`src/rtl/lsu_byte_sequencer.sv`:
```
// Byte-serial load/store sequencer between the execute stage and a byte-wide data memory.
// Splits B/H/W requests into little-endian single-byte accesses and extends load results.
//
// state  | meaning
// IDLE   | ready for a request; memory interface quiet
// ACCESS | one byte access per cycle, idx selects the byte lane
// RESP   | one-cycle response pulse, then back to IDLE
module lsu_byte_sequencer #(
    parameter int unsigned MEM_BYTES = 1024
) (
    input  logic        clk,
    input  logic        rst_n,
    input  logic        req_valid,
    output logic        req_ready,
    input  logic        req_write,
    input  logic [2:0]  req_ctrl,
    input  logic [31:0] req_addr,
    input  logic [31:0] req_wdata,
    output logic        resp_valid,
    output logic [31:0] resp_rdata,
    output logic        resp_err,
    output logic [31:0] mem_addr,
    output logic        mem_we,
    output logic [7:0]  mem_wdata,
    input  logic [7:0]  mem_rdata
);
    typedef enum logic [1:0] {IDLE, ACCESS, RESP} state_t;

    state_t      state;
    logic        write_q;
    logic [2:0]  ctrl_q;
    logic [31:0] addr_q;
    logic [31:0] wdata_q;
    logic [31:0] asm_q;
    logic [1:0]  idx;
    logic [1:0]  last_idx;
    logic        we_q;

    logic [1:0]  req_last;
    logic        ctrl_bad;
    logic        range_bad;
    logic [32:0] req_end;
    logic [1:0]  idx_nxt;
    logic [7:0]  wbyte_nxt;
    logic [31:0] asm_full;
    logic [31:0] load_val;

    always_comb begin
        case (req_ctrl[1:0])
            2'b00:   req_last = 2'd0;
            2'b01:   req_last = 2'd1;
            default: req_last = 2'd3;
        endcase
    end

    assign ctrl_bad  = (req_ctrl == 3'b011) || (req_ctrl == 3'b110) || (req_ctrl == 3'b111)
                     || (req_write && req_ctrl[2]);
    // 33-bit sum so an address near 2^32 cannot wrap back into range
    assign req_end   = {1'b0, req_addr} + {31'd0, req_last};
    assign range_bad = req_end >= 33'(MEM_BYTES);

    assign idx_nxt = idx + 2'd1;

    always_comb begin
        case (idx_nxt)
            2'd0:    wbyte_nxt = wdata_q[7:0];
            2'd1:    wbyte_nxt = wdata_q[15:8];
            2'd2:    wbyte_nxt = wdata_q[23:16];
            default: wbyte_nxt = wdata_q[31:24];
        endcase
    end

    // assembly register with the byte arriving this cycle merged in
    always_comb begin
        asm_full = asm_q;
        case (idx)
            2'd0:    asm_full[7:0]   = mem_rdata;
            2'd1:    asm_full[15:8]  = mem_rdata;
            2'd2:    asm_full[23:16] = mem_rdata;
            default: asm_full[31:24] = mem_rdata;
        endcase
    end

    always_comb begin
        case (ctrl_q)
            3'b000:  load_val = {{24{asm_full[7]}}, asm_full[7:0]};
            3'b001:  load_val = {{16{asm_full[15]}}, asm_full[15:0]};
            3'b100:  load_val = {24'd0, asm_full[7:0]};
            3'b101:  load_val = {16'd0, asm_full[15:0]};
            default: load_val = asm_full;
        endcase
    end

    always_ff @(posedge clk) begin
        if (!rst_n) begin
            state      <= IDLE;
            req_ready  <= 1'b1;
            resp_valid <= 1'b0;
            resp_err   <= 1'b0;
            resp_rdata <= 32'd0;
            we_q       <= 1'b0;
            mem_addr   <= 32'd0;
            mem_wdata  <= 8'd0;
            idx        <= 2'd0;
            last_idx   <= 2'd0;
            write_q    <= 1'b0;
            ctrl_q     <= 3'd0;
            addr_q     <= 32'd0;
            wdata_q    <= 32'd0;
            asm_q      <= 32'd0;
        end else begin
            case (state)
                IDLE: begin
                    if (req_valid) begin
                        write_q   <= req_write;
                        ctrl_q    <= req_ctrl;
                        addr_q    <= req_addr;
                        wdata_q   <= req_wdata;
                        last_idx  <= req_last;
                        idx       <= 2'd0;
                        asm_q     <= 32'd0;
                        req_ready <= 1'b0;
                        if (ctrl_bad || range_bad) begin
                            state      <= RESP;
                            resp_valid <= 1'b1;
                            resp_err   <= 1'b1;
                            resp_rdata <= 32'd0;
                        end else begin
                            state     <= ACCESS;
                            mem_addr  <= req_addr;
                            we_q      <= req_write;
                            mem_wdata <= req_wdata[7:0];
                        end
                    end
                end
                ACCESS: begin
                    if (!write_q) asm_q <= asm_full;
                    if (idx == last_idx) begin
                        state      <= RESP;
                        resp_valid <= 1'b1;
                        resp_err   <= 1'b0;
                        resp_rdata <= write_q ? 32'd0 : load_val;
                        we_q       <= 1'b0;
                        mem_addr   <= 32'd0;
                        mem_wdata  <= 8'd0;
                    end else begin
                        idx       <= idx_nxt;
                        mem_addr  <= addr_q + {30'd0, idx_nxt};
                        mem_wdata <= wbyte_nxt;
                    end
                end
                RESP: begin
                    state      <= IDLE;
                    resp_valid <= 1'b0;
                    req_ready  <= 1'b1;
                    idx        <= 2'd0;
                end
                default: state <= IDLE;
            endcase
        end
    end

    // a reset arriving mid-store abandons the byte in flight rather than committing it
    assign mem_we = we_q & rst_n;

endmodule

```
`config.mk`:
```
export PLATFORM = sky130hd
export DESIGN_NAME = lsu_byte_sequencer
export DESIGN_NICKNAME = d
export VERILOG_FILES = /design/src/rtl/lsu_byte_sequencer.sv
export SDC_FILE = /design/constraint.sdc
export NUM_CORES = 1
export LEC_CHECK = 0
export BUFFER_PORTS_ARGS = -buffer_cell sky130_fd_sc_hd__buf_2
export CAP_MARGIN = 20
export CORE_UTILIZATION = 55
export CTS_CLUSTER_SIZE = 28
export DETAILED_ROUTE_END_ITERATION = 6
export PLACE_DENSITY = 0.79
export SYNTH_ARGS = -nofsm -noshare
export SYNTH_HDL_FRONTEND = slang
export SYNTH_SLANG_ARGS = --single-unit
```
`constraint.sdc`:
```
create_clock -name clk -period 3.4 [get_ports clk]
set_input_delay 0.34 -clock clk [delete_from_list [all_inputs] [get_ports clk]]
set_output_delay 0.34 -clock clk [all_outputs]
set_load 0.01 [all_outputs]
```
==> results.sh, run 1 <==
export IMPL_drv_cap=0
export IMPL_ctsResizeCount=0
export IMPL_post_cts_setup_buffer_count=0
export IMPL_finalClockSkew_ns=0.009086
export IMPL_max_freq_ghz=0.3312
export IMPL_clk_path_buf_depth=2
export IMPL_io_buffers=154
export IMPL_ys_flop_type="dfxtp_1"
export IMPL_viasPerCell=5.984
export IMPL_die_y_microns=128.5
export IMPL_hold_class="in2reg"
export IMPL_core_area_sq_um=15430
export IMPL_crit_fanout=7
export IMPL_root_buffer="clkbuf_16"
export IMPL_antenna_found_initial=0
export IMPL_relSlewSlack_pct=39.22
export IMPL_drt_wl_total_microns=23530
export IMPL_grt_pass1_vias=7658
export IMPL_maxSlewViolCount=0
export IMPL_cp_arrival_ns=3.31
export IMPL_hold_violations=0
export IMPL_nNetsFinal=1276
export IMPL_synth_cells=1071
export IMPL_clk_pin_slew_ns=0.06
export IMPL_pin_count=155
export IMPL_whs_ns=0.1453
export IMPL_mostFrequentLayoutCells="218 x nand2_1, 182 x dfxtp_1, 154 x buf_2, 93 x a21oi_1, 60 x nor2_1"
export IMPL_ys_seq_area_share_pct=41.42
export IMPL_cts_buffers=17
export IMPL_status="finished clean"
export IMPL_start_kind="flip-flop"
export IMPL_critPathRequiredTime_ns=3.69
export IMPL_overflow=0
export IMPL_finalSetupTns_ns=0
export IMPL_setup_ws_ns=0.3809
export IMPL_h_tree_depth=4
export IMPL_synth_edf_count=0
export IMPL_hpwl_microns=16320
export IMPL_syn_num_nets=1163
export IMPL_syn_area_per_cell_sq_um=8.214
export IMPL_ys_ff_latch=182
export IMPL_grt_total_usage_pct=29.06
export IMPL_die_width_microns=128.5
export IMPL_ys_types=68
export IMPL_vias=8420
export IMPL_path_class="reg2reg"
export IMPL_worstMarginPinSlew_ns=0.9117
export IMPL_dr_pass1_iters=6
export IMPL_finalCritPeriodShare_pct=88.80
export IMPL_cellLeakagePower_nw=3.901
export IMPL_drt_iter0_drc=709
export IMPL_final_util_pct=66.66
export IMPL_synth_area_sq_um=8797
export IMPL_grt_pass1_wl_microns=38120
export IMPL_wire_per_inst_microns=16.72
export IMPL_drive_above_1_share_pct=21.15
export IMPL_cts_sinks=182
export IMPL_finalCriticalPeriod_ns=3.019
export IMPL_ir_drop_uv=362.1
export IMPL_async_flop_share_pct=0
export IMPL_drtAntennaViolNets=0
export IMPL_final_common_cell="nand2_1"
export IMPL_area_delta_synth_final_pct=16.90
export IMPL_clock_latency_ns=0.43
export IMPL_worstSetupEndpointType="flip-flop"
export IMPL_grt_max_degree=79
export IMPL_rsz0062_at_grt="no"
export IMPL_synth_warnings=0
export IMPL_power_density_nw_per_um2=446.7
export IMPL_postCtsHoldBufs=0
export IMPL_die_area_sq_um=16500
export IMPL_diodes=0
export IMPL_gp_congestion=0.9806
export IMPL_cts_tree="built"
export IMPL_rows=45
export IMPL_initial_core_util_pct=57.02
export IMPL_setup_viol=0
export IMPL_drc=0
export IMPL_place_ws_ns=0.04072
==> where the power goes <==
group	switching, mW	internal [mW]
logic	0.259	0.142
registers	0.0522	2.19
clock network	0.829	1.12
==> synthesized netlist by cell type (6+ instances only) <==
| cell type | count | share of area [%] |
|---|---|---|
| nand2_1 | 219 | 9.3 |
| dfxtp_1 | 182 | 41 |
| a21oi_1 | 93 | 5.3 |
| clkbuf_1 | 68 | 2.9 |
| nor2_1 | 60 | 2.6 |
| a211oi_1 | 40 | 3.4 |
| o21ai_0 | 33 | 1.9 |
| a22oi_1 | 32 | 2.7 |
| nand3_1 | 31 | 1.8 |
| mux2i_1 | 26 | 3.0 |
| a311oi_1 | 23 | 2.3 |
| o22ai_1 | 19 | 1.4 |
| inv_1 | 18 | 0.77 |
| xnor2_1 | 17 | 1.7 |
| xor2_1 | 17 | 1.7 |
| a31o_2 | 16 | 1.6 |
| nand4_1 | 14 | 1.0 |
| a31oi_1 | 12 | 0.85 |
| ha_1 | 11 | 1.6 |
| nor3_1 | 9 | 0.51 |
| a221oi_1 | 8 | 0.80 |
| a222oi_1 | 8 | 0.91 |
| and2_1 | 8 | 0.57 |
| mux2_2 | 8 | 1.0 |
| and3_1 | 7 | 0.50 |
| buf_1 | 7 | 0.30 |
| buf_2 | 7 | 0.40 |
| nor4_1 | 7 | 0.50 |
| or4_1 | 7 | 0.60 |
| buf_6 | 6 | 0.77 |
==> routing by layer <==
metal / part of all wire [%] / up-vias / global-route usage [%]
met1: 44 / 3949 / 38.43
met3: 6.5 / 55 / 5.281
li1: - / 4100 / -
met4: 2.7 / 0 / 12.39
met2: 47 / 316 / 46.61
met5: 0 / - / 0
==> state kept, by name (all words and copies together), names as in the netlist <==
name and count:
last_idx 2, wdata_q 32, mem_addr 32, idx 2, write_q 1, asm_q 32
resp_err 1, req_ready 1, ctrl_q 3, addr_q 32, state 2, mem_wdata 8
resp_valid 1, resp_rdata 32, we_q 1
==> worst max-delay path, cell delays in order, from the launching register on <==
cell and delay, ns:
dfxtp_1 0.46, inv_1 0.20, ha_1 0.39, inv_1 0.07, fa_1 0.46, and4b_1 0.36
nand3_1 0.19, nor2_1 0.14, buf_4 0.17, nand2_1 0.07, nor2_1 0.13, xnor2_1 0.13
o22ai_1 0.09
==> metrics by stage <==
step / instances / instance area [sq um] / total power [mW]
after floorplan: 1071 / 8797 / 2.524
after global placement: 1376 / 9702 / 2.678
after detailed placement: 1376 / 9702 / 2.685
after CTS: 1407 / 10280 / 4.608
after global routing: 1407 / 10280 / 4.745
final: 1407 / 10280 / 4.594
==> cell type report <==
cell class / instances / area [sq um]
repair buffers: 184 / 1033
well taps: 211 / 264.0
clock buffers: 20 / 456.7
multi-input cells: 779 / 4683
fillers: 1368 / 5144
flip-flops and latches: 182 / 3643
inverters: 20 / 77.57
clock inverters: 11 / 125.1
==> worst paths after layout <==
check / slack [ns] / endpoint / startpoint / cells after the start
hold reg to reg: 0.45 / asm_q[0] / asm_q[0] / 2
setup reg to reg: 0.38 / mem_addr[30] / idx[0] / 12
hold / removal: 0.15 / wdata_q[13] / req_wdata[13] / 3
setup / recovery: 0.38 / mem_addr[30] / idx[0] / 12
==> cells by family (layout without fill, tap and decap cells) <==
group	count (synthesis)	count (layout)	synth area share (%)
AND/OR/NAND/NOR	388	388	20.03
AO/OA/AOI/OAI	310	310	23.78
flip-flops	182	182	41.42
buffers and inverters	110	235	5.390
XOR/XNOR	34	34	3.385
multiplexers	34	34	3.982
adder cells (fa/ha/maj)	13	13	2.020
Note: power is estimated with default switching activity, not from simulation.
==> run 2, diff against run 1 <==
--- a/config.mk
+++ b/config.mk
@@ -10,7 +10,9 @@
 export CORE_UTILIZATION = 55
 export CTS_CLUSTER_SIZE = 28
 export DETAILED_ROUTE_END_ITERATION = 6
+export MAX_ROUTING_LAYER = met4
 export PLACE_DENSITY = 0.79
+export REMOVE_ABC_BUFFERS = 1
 export SYNTH_ARGS = -nofsm -noshare
 export SYNTH_HDL_FRONTEND = slang
 export SYNTH_SLANG_ARGS = --single-unit
==> run 2 against run 1 <==
Sequential power about the same. Core utilization grew 0.24 points. Highest routed layer unchanged. Via count about the same. Sequential cell count stayed put. Worst hold slack worse by 0.0076 ns. Largest power group unchanged. Maximum frequency shrank 2.0%.
==> results.sh, run 2 (synthesis results as in run 1) <==
export IMPL_cpPeakStageDelay_ns=0.46
export IMPL_finalCritPeriodShare_pct=90.65
export IMPL_die_y_microns=128.5
export IMPL_area_delta_synth_final_pct=17.32
export IMPL_grt_max_degree=76
export IMPL_postCtsHoldBufs=0
export IMPL_start_kind="flip-flop"
export IMPL_wire_per_inst_microns=16.94
export IMPL_grt_pass1_vias=7848
export IMPL_status="finished clean"
export IMPL_gp_congestion=0.9322
export IMPL_hold_class="in2reg"
export IMPL_post_cts_setup_buffer_count=0
export IMPL_final_cells=1412
export IMPL_sw_frac_of_total_pct=26.20
export IMPL_report_power_total_mw=4.588
export IMPL_rows=45
export IMPL_clk_pin_slew_ns=0.07
export IMPL_cts_sinks=182
export IMPL_power_density_nw_per_um2=444.5
export IMPL_crit_fanout=7
export IMPL_hpwl_microns=16510
export IMPL_cp_arrival_ns=3.37
export IMPL_die_area_sq_um=16500
export IMPL_globalRouteMet1Util_pct=38.32
export IMPL_die_width_microns=128.5
export IMPL_relSlewSlack_pct=48.21
export IMPL_setup_viol=0
export IMPL_diodes=0
export IMPL_final_common_cell="nand2_1"
export IMPL_switchingPower_mw=1.202
export IMPL_drtAntennaViolNets=0
export IMPL_worstSetupEndpointType="flip-flop"
export IMPL_p_seq_share_pct=48.8
export IMPL_internal_power_mw=3.386
export IMPL_cellLeakagePower_nw=3.923
export IMPL_setup_ws_ns=0.3179
export IMPL_root_buffer="clkbuf_16"
export IMPL_drt_wl_total_microns=23910
export IMPL_ctsResizeCount=0
export IMPL_grt_use_met3_pct=5.405
export IMPL_critPathTopFamily="simple AND/OR/NAND/NOR gates"
export IMPL_dr_pass1_iters=5
export IMPL_antenna_found_initial=0
export IMPL_drc=0
export IMPL_cp_cell_sequence="inv_1 -> ha_1 -> inv_1 -> fa_1 -> and4b_1 -> nand3_1 -> nor2_1 -> buf_4 -> nand2_1 -> nor2_1 -> xnor2_1 -> o22ai_1"
export IMPL_placed_area_sq_um=9724
export IMPL_grt_pass1_wl_microns=39010
export IMPL_grt_util_met2_pct=48.49
export IMPL_path_class="reg2reg"
export IMPL_cp_slowest_cell="dfxtp_1"
export IMPL_finalCriticalPeriod_ns=3.082
export IMPL_vias=8421
export IMPL_drv_cap=0
export IMPL_worstMarginPinSlew_ns=0.7769
export IMPL_pin_count=155
export IMPL_cts_buffers=17
export IMPL_grt_total_usage_pct=30.82
export IMPL_dp_cells=1379
export IMPL_place_ws_ns=0.02573
export IMPL_viasPerCell=5.964
export IMPL_clk_path_buf_depth=2
export IMPL_clock_latency_ns=0.43
export IMPL_maxSlewViolCount=0
export IMPL_nNetsFinal=1280
export IMPL_clkPwrFrac_pct=42.4
export IMPL_overflow=0
export IMPL_p_comb_share_pct=8.7
export IMPL_finalClockSkew_ns=0.01215
export IMPL_critPathRequiredTime_ns=3.69
export IMPL_core_area_sq_um=15430
export IMPL_ir_drop_uv=369.5
export IMPL_drt_iter0_drc=872
export IMPL_hold_violations=0
export IMPL_drive_above_1_share_pct=21.48
export IMPL_max_freq_ghz=0.3245
export IMPL_final_area_sq_um=10320
export IMPL_rsz0062_at_grt="no"
export IMPL_initial_core_util_pct=57.02
export IMPL_mostFrequentLayoutCells="218 x nand2_1, 182 x dfxtp_1, 154 x buf_2, 93 x a21oi_1, 60 x nor2_1"
export IMPL_crit_buf_inv=3
export IMPL_top_usage_layer="met2"
export IMPL_final_util_pct=66.90
export IMPL_io_buffers=154
export IMPL_h_tree_depth=4
export IMPL_cts_tree="built"
[run 2: final cells by class]
cell class | count | area (sq um)
clock buffers | 19 | 442.9
clock inverters | 13 | 138.9
fillers | 1351 | 5106
inverters | 20 | 77.57
multi-input cells | 779 | 4683
flip-flops and latches | 182 | 3643
well taps | 211 | 264.0
repair buffers | 188 | 1071
[run 2: worst register-to-register path: cells and delay by family, from the launching register on]
kind,cells,cell delay [ns]
AOI/OAI and AO/OA,1,0.09
adders and majority gates,2,0.86
xor gates and xnor gates,1,0.13
buffers and inverters,3,0.46
and+or+nand+nor,5,0.94
DFF,1,0.46
[run 2: layer usage]
metal	vias up	routed length, microns
li1	4106	-
met5	-	0
met2	335	11260
met3	41	1571
met4	0	670
met1	3939	10410
[run 2: path summary, 6_finish.rpt]
check	start	end	slack [ns]	depth (start not counted)
max	idx[0]	mem_addr[30]	0.32	12
min reg2reg	wdata_q[17]	wdata_q[17]	0.46	2
min	req_wdata[14]	wdata_q[14]	0.14	3
max reg2reg	idx[0]	mem_addr[30]	0.32	12
[run 2: stage by stage]
stage | setup TNS, ns | hold slack (ns)
final | 0 | 0.1377
after global routing | 0 | 0.1304
after CTS | 0 | 0.1300
after detailed placement | 0 | 0.4463
after global placement | 0 | 0.4389
after floorplan | -12.81 | 0.4118
[run 2: power by group through the flow]
stage	combinational, mW	sequential [mW]	clock, mW
final	0.401	2.24	1.95
after global routing	0.448	2.25	2.05
after CTS	0.399	2.24	1.97
after detailed placement	0.397	2.29	0
after global placement	0.392	2.29	0
after floorplan	0.211	2.28	0
